`src/rtl/riscv_trace_buffer.sv`:
```
// ============================================================================
// riscv_trace_buffer : commit-trace capture with time-stamped record FIFO
// Rev 1.0
// ============================================================================
`default_nettype none

module riscv_trace_buffer #(
    parameter int XLEN  = 32,
    parameter int DEPTH = 16,
    parameter int CNT_W = 32,
    parameter int MODE  = 0
) (
    input  logic                       clk,
    input  logic                       rst_n,
    input  logic                       enable,
    input  logic                       clear,
    input  logic [5:0]                 kind_mask,
    input  logic                       commit_valid,
    input  logic [XLEN-1:0]            commit_pc,
    input  logic [XLEN-1:0]            commit_pc_next,
    input  logic [31:0]                commit_instr,
    input  logic                       commit_reg_write,
    input  logic                       commit_mem_write,
    input  logic                       commit_branch,
    input  logic                       commit_jump,
    input  logic [4:0]                 commit_rd,
    input  logic [XLEN-1:0]            commit_result,
    input  logic [XLEN-1:0]            commit_mem_addr,
    input  logic [XLEN-1:0]            commit_mem_data,
    output logic                       out_valid,
    input  logic                       out_ready,
    output logic [CNT_W-1:0]           out_cycle,
    output logic [XLEN-1:0]            out_pc,
    output logic [31:0]                out_instr,
    output logic [2:0]                 out_kind,
    output logic [4:0]                 out_rd,
    output logic [XLEN-1:0]            out_data,
    output logic [XLEN-1:0]            out_addr,
    output logic [$clog2(DEPTH):0]     level,
    output logic                       full,
    output logic                       empty,
    output logic                       stopped,
    output logic                       overflow,
    output logic [CNT_W-1:0]           cycle_count,
    output logic [CNT_W-1:0]           retired_count,
    output logic [CNT_W-1:0]           drop_count
);

    localparam int PTR_W = $clog2(DEPTH);
    localparam int LVL_W = PTR_W + 1;
    localparam int REC_W = CNT_W + XLEN + 32 + 3 + 5 + XLEN + XLEN;

    localparam int MODE_STREAM = 0;
    localparam int MODE_STOP   = 1;
    localparam int MODE_RING   = 2;

    localparam logic [2:0] KIND_NONE = 3'd0;
    localparam logic [2:0] KIND_REG  = 3'd1;
    localparam logic [2:0] KIND_MEM  = 3'd2;
    localparam logic [2:0] KIND_BR_T = 3'd3;
    localparam logic [2:0] KIND_BR_N = 3'd4;
    localparam logic [2:0] KIND_JMP  = 3'd5;

    localparam logic [LVL_W-1:0] LVL_FULL = LVL_W'(DEPTH);

    logic [XLEN-1:0]  pc_plus4;
    logic [2:0]       cls_kind;
    logic [4:0]       cls_rd;
    logic [XLEN-1:0]  cls_data;
    logic [XLEN-1:0]  cls_addr;

    logic             do_cap;
    logic             do_pop;
    logic             do_push;
    logic             full_drop;
    logic             ring_ow;

    logic [PTR_W-1:0] wr_ptr;
    logic [PTR_W-1:0] rd_ptr;
    logic [LVL_W-1:0] lvl;
    logic             stop_flag;
    logic             ovf_flag;
    logic [CNT_W-1:0] cyc_cnt;
    logic [CNT_W-1:0] ret_cnt;
    logic [CNT_W-1:0] drp_cnt;

    logic [REC_W-1:0] mem [DEPTH];
    logic [REC_W-1:0] head;
    logic [REC_W-1:0] new_rec;

    // First match wins; a reg write to x0 falls through to the next class.
    always_comb begin
        pc_plus4 = commit_pc + XLEN'(4);
        cls_kind = KIND_NONE;
        cls_rd   = 5'd0;
        cls_data = '0;
        cls_addr = '0;
        if (commit_reg_write && (commit_rd != 5'd0)) begin
            cls_kind = KIND_REG;
            cls_rd   = commit_rd;
            cls_data = commit_result;
        end else if (commit_mem_write) begin
            cls_kind = KIND_MEM;
            cls_data = commit_mem_data;
            cls_addr = commit_mem_addr;
        end else if (commit_branch && (commit_pc_next != pc_plus4)) begin
            cls_kind = KIND_BR_T;
            cls_data = commit_pc_next;
        end else if (commit_branch) begin
            cls_kind = KIND_BR_N;
            cls_data = commit_pc_next;
        end else if (commit_jump) begin
            cls_kind = KIND_JMP;
            cls_data = commit_pc_next;
        end
    end

    assign new_rec = {cyc_cnt, commit_pc, commit_instr, cls_kind, cls_rd, cls_data, cls_addr};

    assign empty     = (lvl == '0);
    assign full      = (lvl == LVL_FULL);
    assign do_cap    = enable && commit_valid && kind_mask[cls_kind] && !stop_flag;
    assign do_pop    = !empty && out_ready;
    assign full_drop = do_cap && full && !do_pop;
    assign ring_ow   = full_drop && (MODE == MODE_RING);
    assign do_push   = (do_cap && (!full || do_pop)) || ring_ow;

    // Storage is not reset; the output gating below hides stale entries.
    always_ff @(posedge clk) begin
        if (do_push && !clear) begin
            mem[wr_ptr] <= new_rec;
        end
    end

    always_ff @(posedge clk or negedge rst_n) begin
        if (!rst_n) begin
            wr_ptr    <= '0;
            rd_ptr    <= '0;
            lvl       <= '0;
            stop_flag <= 1'b0;
            ovf_flag  <= 1'b0;
            drp_cnt   <= '0;
        end else if (clear) begin
            wr_ptr    <= '0;
            rd_ptr    <= '0;
            lvl       <= '0;
            stop_flag <= 1'b0;
            ovf_flag  <= 1'b0;
            drp_cnt   <= '0;
        end else begin
            if (do_push) begin
                wr_ptr <= wr_ptr + 1'b1;
            end
            if (do_pop || ring_ow) begin
                rd_ptr <= rd_ptr + 1'b1;
            end
            if (do_push && !do_pop && !ring_ow) begin
                lvl <= lvl + 1'b1;
            end else if (do_pop && !do_push) begin
                lvl <= lvl - 1'b1;
            end
            if (full_drop) begin
                ovf_flag <= 1'b1;
                if (drp_cnt != '1) begin
                    drp_cnt <= drp_cnt + 1'b1;
                end
                if (MODE == MODE_STOP) begin
                    stop_flag <= 1'b1;
                end
            end
        end
    end

    always_ff @(posedge clk or negedge rst_n) begin
        if (!rst_n) begin
            cyc_cnt <= '0;
            ret_cnt <= '0;
        end else if (clear) begin
            cyc_cnt <= '0;
            ret_cnt <= '0;
        end else if (enable) begin
            cyc_cnt <= cyc_cnt + 1'b1;
            if (commit_valid) begin
                ret_cnt <= ret_cnt + 1'b1;
            end
        end
    end

    assign head = out_valid ? mem[rd_ptr] : '0;

    assign out_valid = !empty;
    assign {out_cycle, out_pc, out_instr, out_kind, out_rd, out_data, out_addr} = head;

    assign level         = lvl;
    assign stopped       = stop_flag;
    assign overflow      = ovf_flag;
    assign cycle_count   = cyc_cnt;
    assign retired_count = ret_cnt;
    assign drop_count    = drp_cnt;

endmodule

`default_nettype wire

```
`config.mk`:
```
export PLATFORM = sky130hd
export DESIGN_NAME = riscv_trace_buffer
export DESIGN_NICKNAME = d
export VERILOG_FILES = /design/src/rtl/riscv_trace_buffer.sv
export SDC_FILE = /design/constraint.sdc
export NUM_CORES = 2
export LEC_CHECK = 0
export BUFFER_PORTS_ARGS = -buffer_cell sky130_fd_sc_hd__buf_4
export CAP_MARGIN = 20
export CORE_AREA = 8 8 614 616
export DETAILED_ROUTE_END_ITERATION = 10
export DIE_AREA = 0 0 622 624
export SYNTH_ARGS = -nofsm -noshare
export SYNTH_HDL_FRONTEND = slang
export SYNTH_SLANG_ARGS = --single-unit
```
`constraint.sdc`:
```
create_clock -name clk -period 11.64 [get_ports clk]
set_input_delay 0 -clock clk [delete_from_list [all_inputs] [get_ports clk]]
set_output_delay 0 -clock clk [all_outputs]
set_load 0.02 [all_outputs]
```
[Word level (Yosys, flattened, before mapping)]
Memories as Yosys holds them, arrays and structs flattened.
Index checks and enable logic that the tools add are counted.
Word-level totals
  output and inout bits: 274
  bits in latches: 0
  bits of input ports: 213
  ROM bits: 0
  RAM bits: 2688
  memories kept: 1
  register bits: 110
Cells by class
  equal/unequal tests: 3
  shift-type cells: 0
  multiplexer cells: 35
  $lt $le $gt $ge: 1
  multiply operators: 0
  divide/modulo/power cells: 0
  reductions and logical operators: 28
  $add $sub $neg: 8
  bitwise operators: 0
Memory list
  mem: words 16, width 168, rd ports 1, clocked after Yosys merged registers in 0, wr ports 1, line 87  | logic [REC_W-1:0] mem [DEPTH];
Operators by type and width (count)
  $mux W32: 15
  $mux W168: 1
  $add A32 B1 Y32 const B: 3
  $add A32 B3 Y32 const B: 1
  $ne A32 B32 Y1: 1
  $ne A32 B32 Y1 const B: 1
  $mux W5: 4
  $mux W4: 4
  $mux W3: 5
  $reduce_bool A2 Y1: 6
  $logic_and A1 B1 Y1: 11
  $add A4 B1 Y4 const B: 2
  $add A5 B1 Y5 const B: 1
  $eq A5 B5 Y1 const B: 1
  $logic_not A1 Y1: 5
  $logic_not A5 Y1: 1
  $mux W1: 5
  $reduce_bool A5 Y1: 1
  $sub A5 B1 Y5 const B: 1
  $lt A3 B4 Y1 const B: 1
  $reduce_and A2 Y1: 2
  $bmux W1 S3: 1
  $reduce_bool A3 Y1: 1
  $logic_or A1 B1 Y1: 1

[Longest topological paths before layout]
  word-level depth: 15
  gate-level depth with buffers: 17

[Worst setup path before layout]
Ideal clock, no wire load.
  path kind: input -> register
  start: in commit_pc[2]
  end: mem mem[3][0] (netlist bit), enable pin
  cell stages on the path: 11
  slack: 1.284 ns
  arrival: 9.657 ns
  setup time: 0.699 ns
  buffers on the path: 0
  data required time: 10.941 ns
  path through: ha_1 -> nand3_2 -> or4_4 -> xnor2_1 -> or2_2 -> nor4_1 -> and4b_1 -> o211ai_2 -> a311oi_4 -> nand2_1 -> nor2_1
On the way
  longest elaborated chain between the ends: 13
RTL lines
  from (decl): line 19  | input logic [XLEN-1:0] commit_pc,
  $add A32 B3 Y32: line 93  | pc_plus4 = commit_pc + XLEN'(4);
  $ne A32 B32 Y1: line 106  | end else if (commit_branch && (commit_pc_next != pc_plus4)) begin
  $logic_and A1 B1 Y1: line 106
  $mux W3: line 106
  $mux W3: line 102  | end else if (commit_mem_write) begin
  $mux W3: line 98  | if (commit_reg_write && (commit_rd != 5'd0)) begin
  $bmux W1 S3: line 122  | assign do_cap = enable && commit_valid && kind_mask[cls_kind] && !stop_flag;
  $mux W1 (implied by the code): line 122
  $logic_and A1 B1 Y1: line 122
  $logic_and A1 B1 Y1: line 126  | assign do_push = (do_cap && (!full || do_pop)) || ring_ow;
  $logic_and A1 B1 Y1: line 130  | if (do_push && !clear) begin
  $mux W1: line 130
  $mux W1 (implied by the code): line 131  | mem[wr_ptr] <= new_rec;
  to (decl): line 87
No other way between the ends. The select of a mux whose other input is x is not followed.

[Final worst setup path]
  start: in commit_pc[2]
  end: mem mem[5][80] (netlist bit), enable pin
Same word-level chain as after synthesis.

==> flow_metrics.py <==
metrics = {
    "outcome": {
        "outcome": "finished clean",
    },
    "place": {
        "place_ws_ns": 5.54,
        "gp_congestion": 0.821,
        "port_buffers": 485,
        "dp.cells": 10100,
        "placed_area_um2": 120000,
        "hpwl_um": 174000,
    },
    "hold_path": {
        "min_path_cells": 4,
        "hold_class": "in2reg",
    },
    "synthesis": {
        "netlist_top_cells_area": "edfxtp_1, mux4_2, dfrtp_1",
        "netlist_instances": 4918,
        "synth_ff_type": "edfxtp_1",
        "async_flop_share_pct": 3.93,
        "synth_area_per_cell_um2": 22.3,
        "synth_cell_types": 79,
        "yosysTopAreaCell": "edfxtp_1",
        "yosysTopAreaCellShare_pct": 73.6,
        "netlist_area_um2": 110000,
        "ys.warnings.count": 0,
        "syn_nets": 5144,
        "ys_seq_elements": 2798,
        "synth_edf_count": 2688,
        "yosys-top-cells-count": "edfxtp_1, mux4_2, clkbuf_1, and2_1, nor2_1",
        "yosysMostFrequentCell": "edfxtp_1",
        "yosysSeqAreaShare_pct": 76.1,
    },
    "final_layout": {
        "final_area_um2": 131000,
        "final_cells": 10800,
        "fin_nets": 5984,
        "fillerInstances": 33700,
        "drive_gt1_share_pct": 32.0,
        "area_delta_synth_final_pct": 19.6,
    },
    "timing": {
        "finalSetupViolCount": 0,
        "skew_ns": 0.0440,
        "slew_headroom_pct": 18.9,
        "report.final.hold_viol_count": 0,
        "slew_viol_final": 0,
        "worst_pin_slew_ns": 1.22,
        "fin_crit_sh_pct": 58.8,
        "finalSetupTns_ns": 0,
        "min_period_ns": 6.84,
        "clock.fmax_mhz": 146,
        "rsz0062_at_grt": "no",
        "layout_setup_ws_ns": 4.80,
    },
    "cts": {
        "cts_tree": "built",
        "h-tree-depth": 5,
        "root_buffer": "clkbuf_16",
        "cts_max_path_buffers": 4,
        "clock-sinks": 2798,
        "cts_buffers": 294,
        "clkLatencyLatePin_ns": 0.85,
        "clkSlewWorstSetupHoldPaths_ns": 0.06,
        "postCtsSetupRepairBufs": 0,
    },
    "critical_path": {
        "cp_max_fo": 119,
        "path_buf_inv": 7,
        "cp-start-kind": "primary input",
        "reg2regPathDepth": 11,
        "crit_path_end_kind": "flop",
        "crit_end": "mem[5][80]",
        "rr_startpoint": "level[0]",
        "worstSetupStartpoint": "commit_pc[2]",
        "crit_chain": "dlygate4sd3_1 -> dlygate4sd3_1 -> buf_4 -> ha_1 -> nand3_2 -> nor4_1 -> and3_1 -> o221ai_1 -> nor4_1 -> and4b_1 -> o211ai_2 -> a311oi_4 -> dlygate4sd3_1 -> buf_4 -> nand2_1 -> nor2_4 -> buf_4 -> buf_12",
        "r2r_slack_ns": 6.62,
        "crit_family": "buffers and inverters",
        "critical_path_required_ns": 12.08,
        "max_stage_delay_ns": 0.84,
        "arrival_ns": 7.28,
        "crit_cells": 18,
        "path_class": "in2reg",
        "r2r-end": "mem[5][80]",
        "crit_slowest_cell": "nor4_1",
    },
    "floorplanning": {
        "placementRows": 223,
        "fp.dieW_um": 622,
        "io_pins": 487,
        "die_area_um2": 388000,
        "fp.dieH_um": 624,
        "start_util_pct": 29.9,
        "core_um2": 367000,
    },
    "pwr": {
        "clockPowerShare_pct": 35.0,
        "ir_drop_mv": 0.219,
        "p_switching_w": 0.00730,
        "combPwrFrac_pct": 22.9,
        "p_total_w": 0.0264,
        "power_frac_seq_pct": 42.2,
        "p_int_w": 0.0191,
        "p_leak_nw": 41.4,
        "swShare_pct": 27.6,
        "p_per_area_nw_per_um2": 202,
    },
    "route": {
        "ant_nets": 0,
        "vias": 54100,
        "vias_per_cell": 4.99,
        "drt-initial-drc-count": 5207,
        "firstDrtPassIters": 8,
        "wl_per_cell_um": 27.9,
        "post-route-drc-count": 0,
        "drt-total-wl_um": 303000,
    },
    "grt": {
        "grt_pass1_wl_um": 431000,
        "antenna_found_initial": 41,
        "gr-total-overflow": 0,
        "grt_max_degree": 140,
        "globalRouteTotalUtil_pct": 15.2,
        "grt_pass1_vias": 57200,
    },
    "flow_run": {
        "max_cap_violations": 0,
    },
}
-- flip-flops by register name, indices dropped and copies added (netlist names) --
signal,count
cycle_count,32
drop_count,32
level,5
mem,2688
overflow,1
rd_ptr,4
retired_count,32
wr_ptr,4
-- cell families after synthesis --
kind of cell	synth area share [%]
AO/OA/AOI/OAI	1.02
flip-flops	76.1
multiplexers	17.5
AND/OR/NAND/NOR	3.43
other	0.00342
adder cells (fa/ha/maj)	0.155
buffers and inverters	0.985
XOR/XNOR	0.767
-- final cells by class --
class                   count  area, um^2  area share [%]
flip-flops and latches   2798       83500            63.6
clock inverters           167        1780            1.36
well taps                4837        6050            4.61
multi-input cells        1839       25300            19.3
diodes                     18        45.0          0.0343
repair buffers            809        6840            5.22
clock buffers             355        7650            5.83
inverters                  16        60.1          0.0458
-- metal layers --
metal,GRT usage (%),part of all wire (%)
met3,2.82,6.1
met5,0,0.012
met2,25.8,50
met1,19.8,41
met4,4.40,3.0
-- worst min path at each step --
stage                      startpoint              end  slack (ns)
CTS                   commit_instr[8]       mem[6][80]       0.002
global route        commit_pc_next[5]      mem[10][37]        0.03
global placement                rst_n  cycle_count[25]        0.21
detailed placement              rst_n  cycle_count[24]        0.22
floorplan                       rst_n   cycle_count[0]       -0.30
finish              commit_pc_next[5]      mem[10][37]        0.04
-- power groups by stage --
stage          sequential (W)  combinational, W  clock (W)
6_report               0.0112           0.00604    0.00925
5_1_grt                0.0112           0.00651    0.00981
4_1_cts                0.0112           0.00631    0.00946
3_5_place_dp           0.0114           0.00624          0
3_3_place_gp           0.0114           0.00621          0
2_1_floorplan          0.0113           0.00375          0
-- tightest hold or removal path, cell delays in order --
cell     delay, ns
buf_4         0.09
a22oi_1       0.07
buf_4         0.22
a21oi_1       0.30
-- timing repair --
| action | in CTS | in global routing |
|---|---|---|
| hold endpoints to repair | 2282 | 5 |
| gates resized for setup | 0 | 0 |
| hold buffers | 194 | 6 |
-- cell usage in the layout (no fill, tap or decap), types with 20 or more instances in the layout --
cell type / synthesis / routed
nor3_1: 23 / 23
edfxtp_1: 2688 / 2688
clkbuf_16: 0 / 297
clkinv_1: 0 / 60
and3_1: 50 / 50
buf_12: 0 / 20
dfrtp_1: 110 / 106
a21oi_1: 66 / 65
nand4_1: 35 / 35
clkinv_2: 0 / 42
nor2b_1: 32 / 32
clkbuf_1: 184 / 58
nand3_1: 48 / 48
xnor2_1: 38 / 38
and2_1: 181 / 181
or3_1: 29 / 29
nor2_1: 165 / 148
nand2_1: 65 / 65
mux2_2: 20 / 20
buf_4: 1 / 589
bufinv_16: 0 / 29
o21ai_0: 28 / 26
xor2_1: 58 / 58
dlygate4sd3_1: 0 / 199
a22oi_1: 32 / 32
mux4_2: 840 / 840
-- metrics by stage --
step | hold WS [ns] | utilization (%)
after detailed placement | 0.216 | 32.6
after global routing | 0.0265 | 35.7
final | 0.0370 | 35.7
after global placement | 0.208 | 32.6
after CTS | 0.00172 | 35.7
after floorplan | -0.296 | -
No activity file was read; power rests on OpenSTA's default activity.
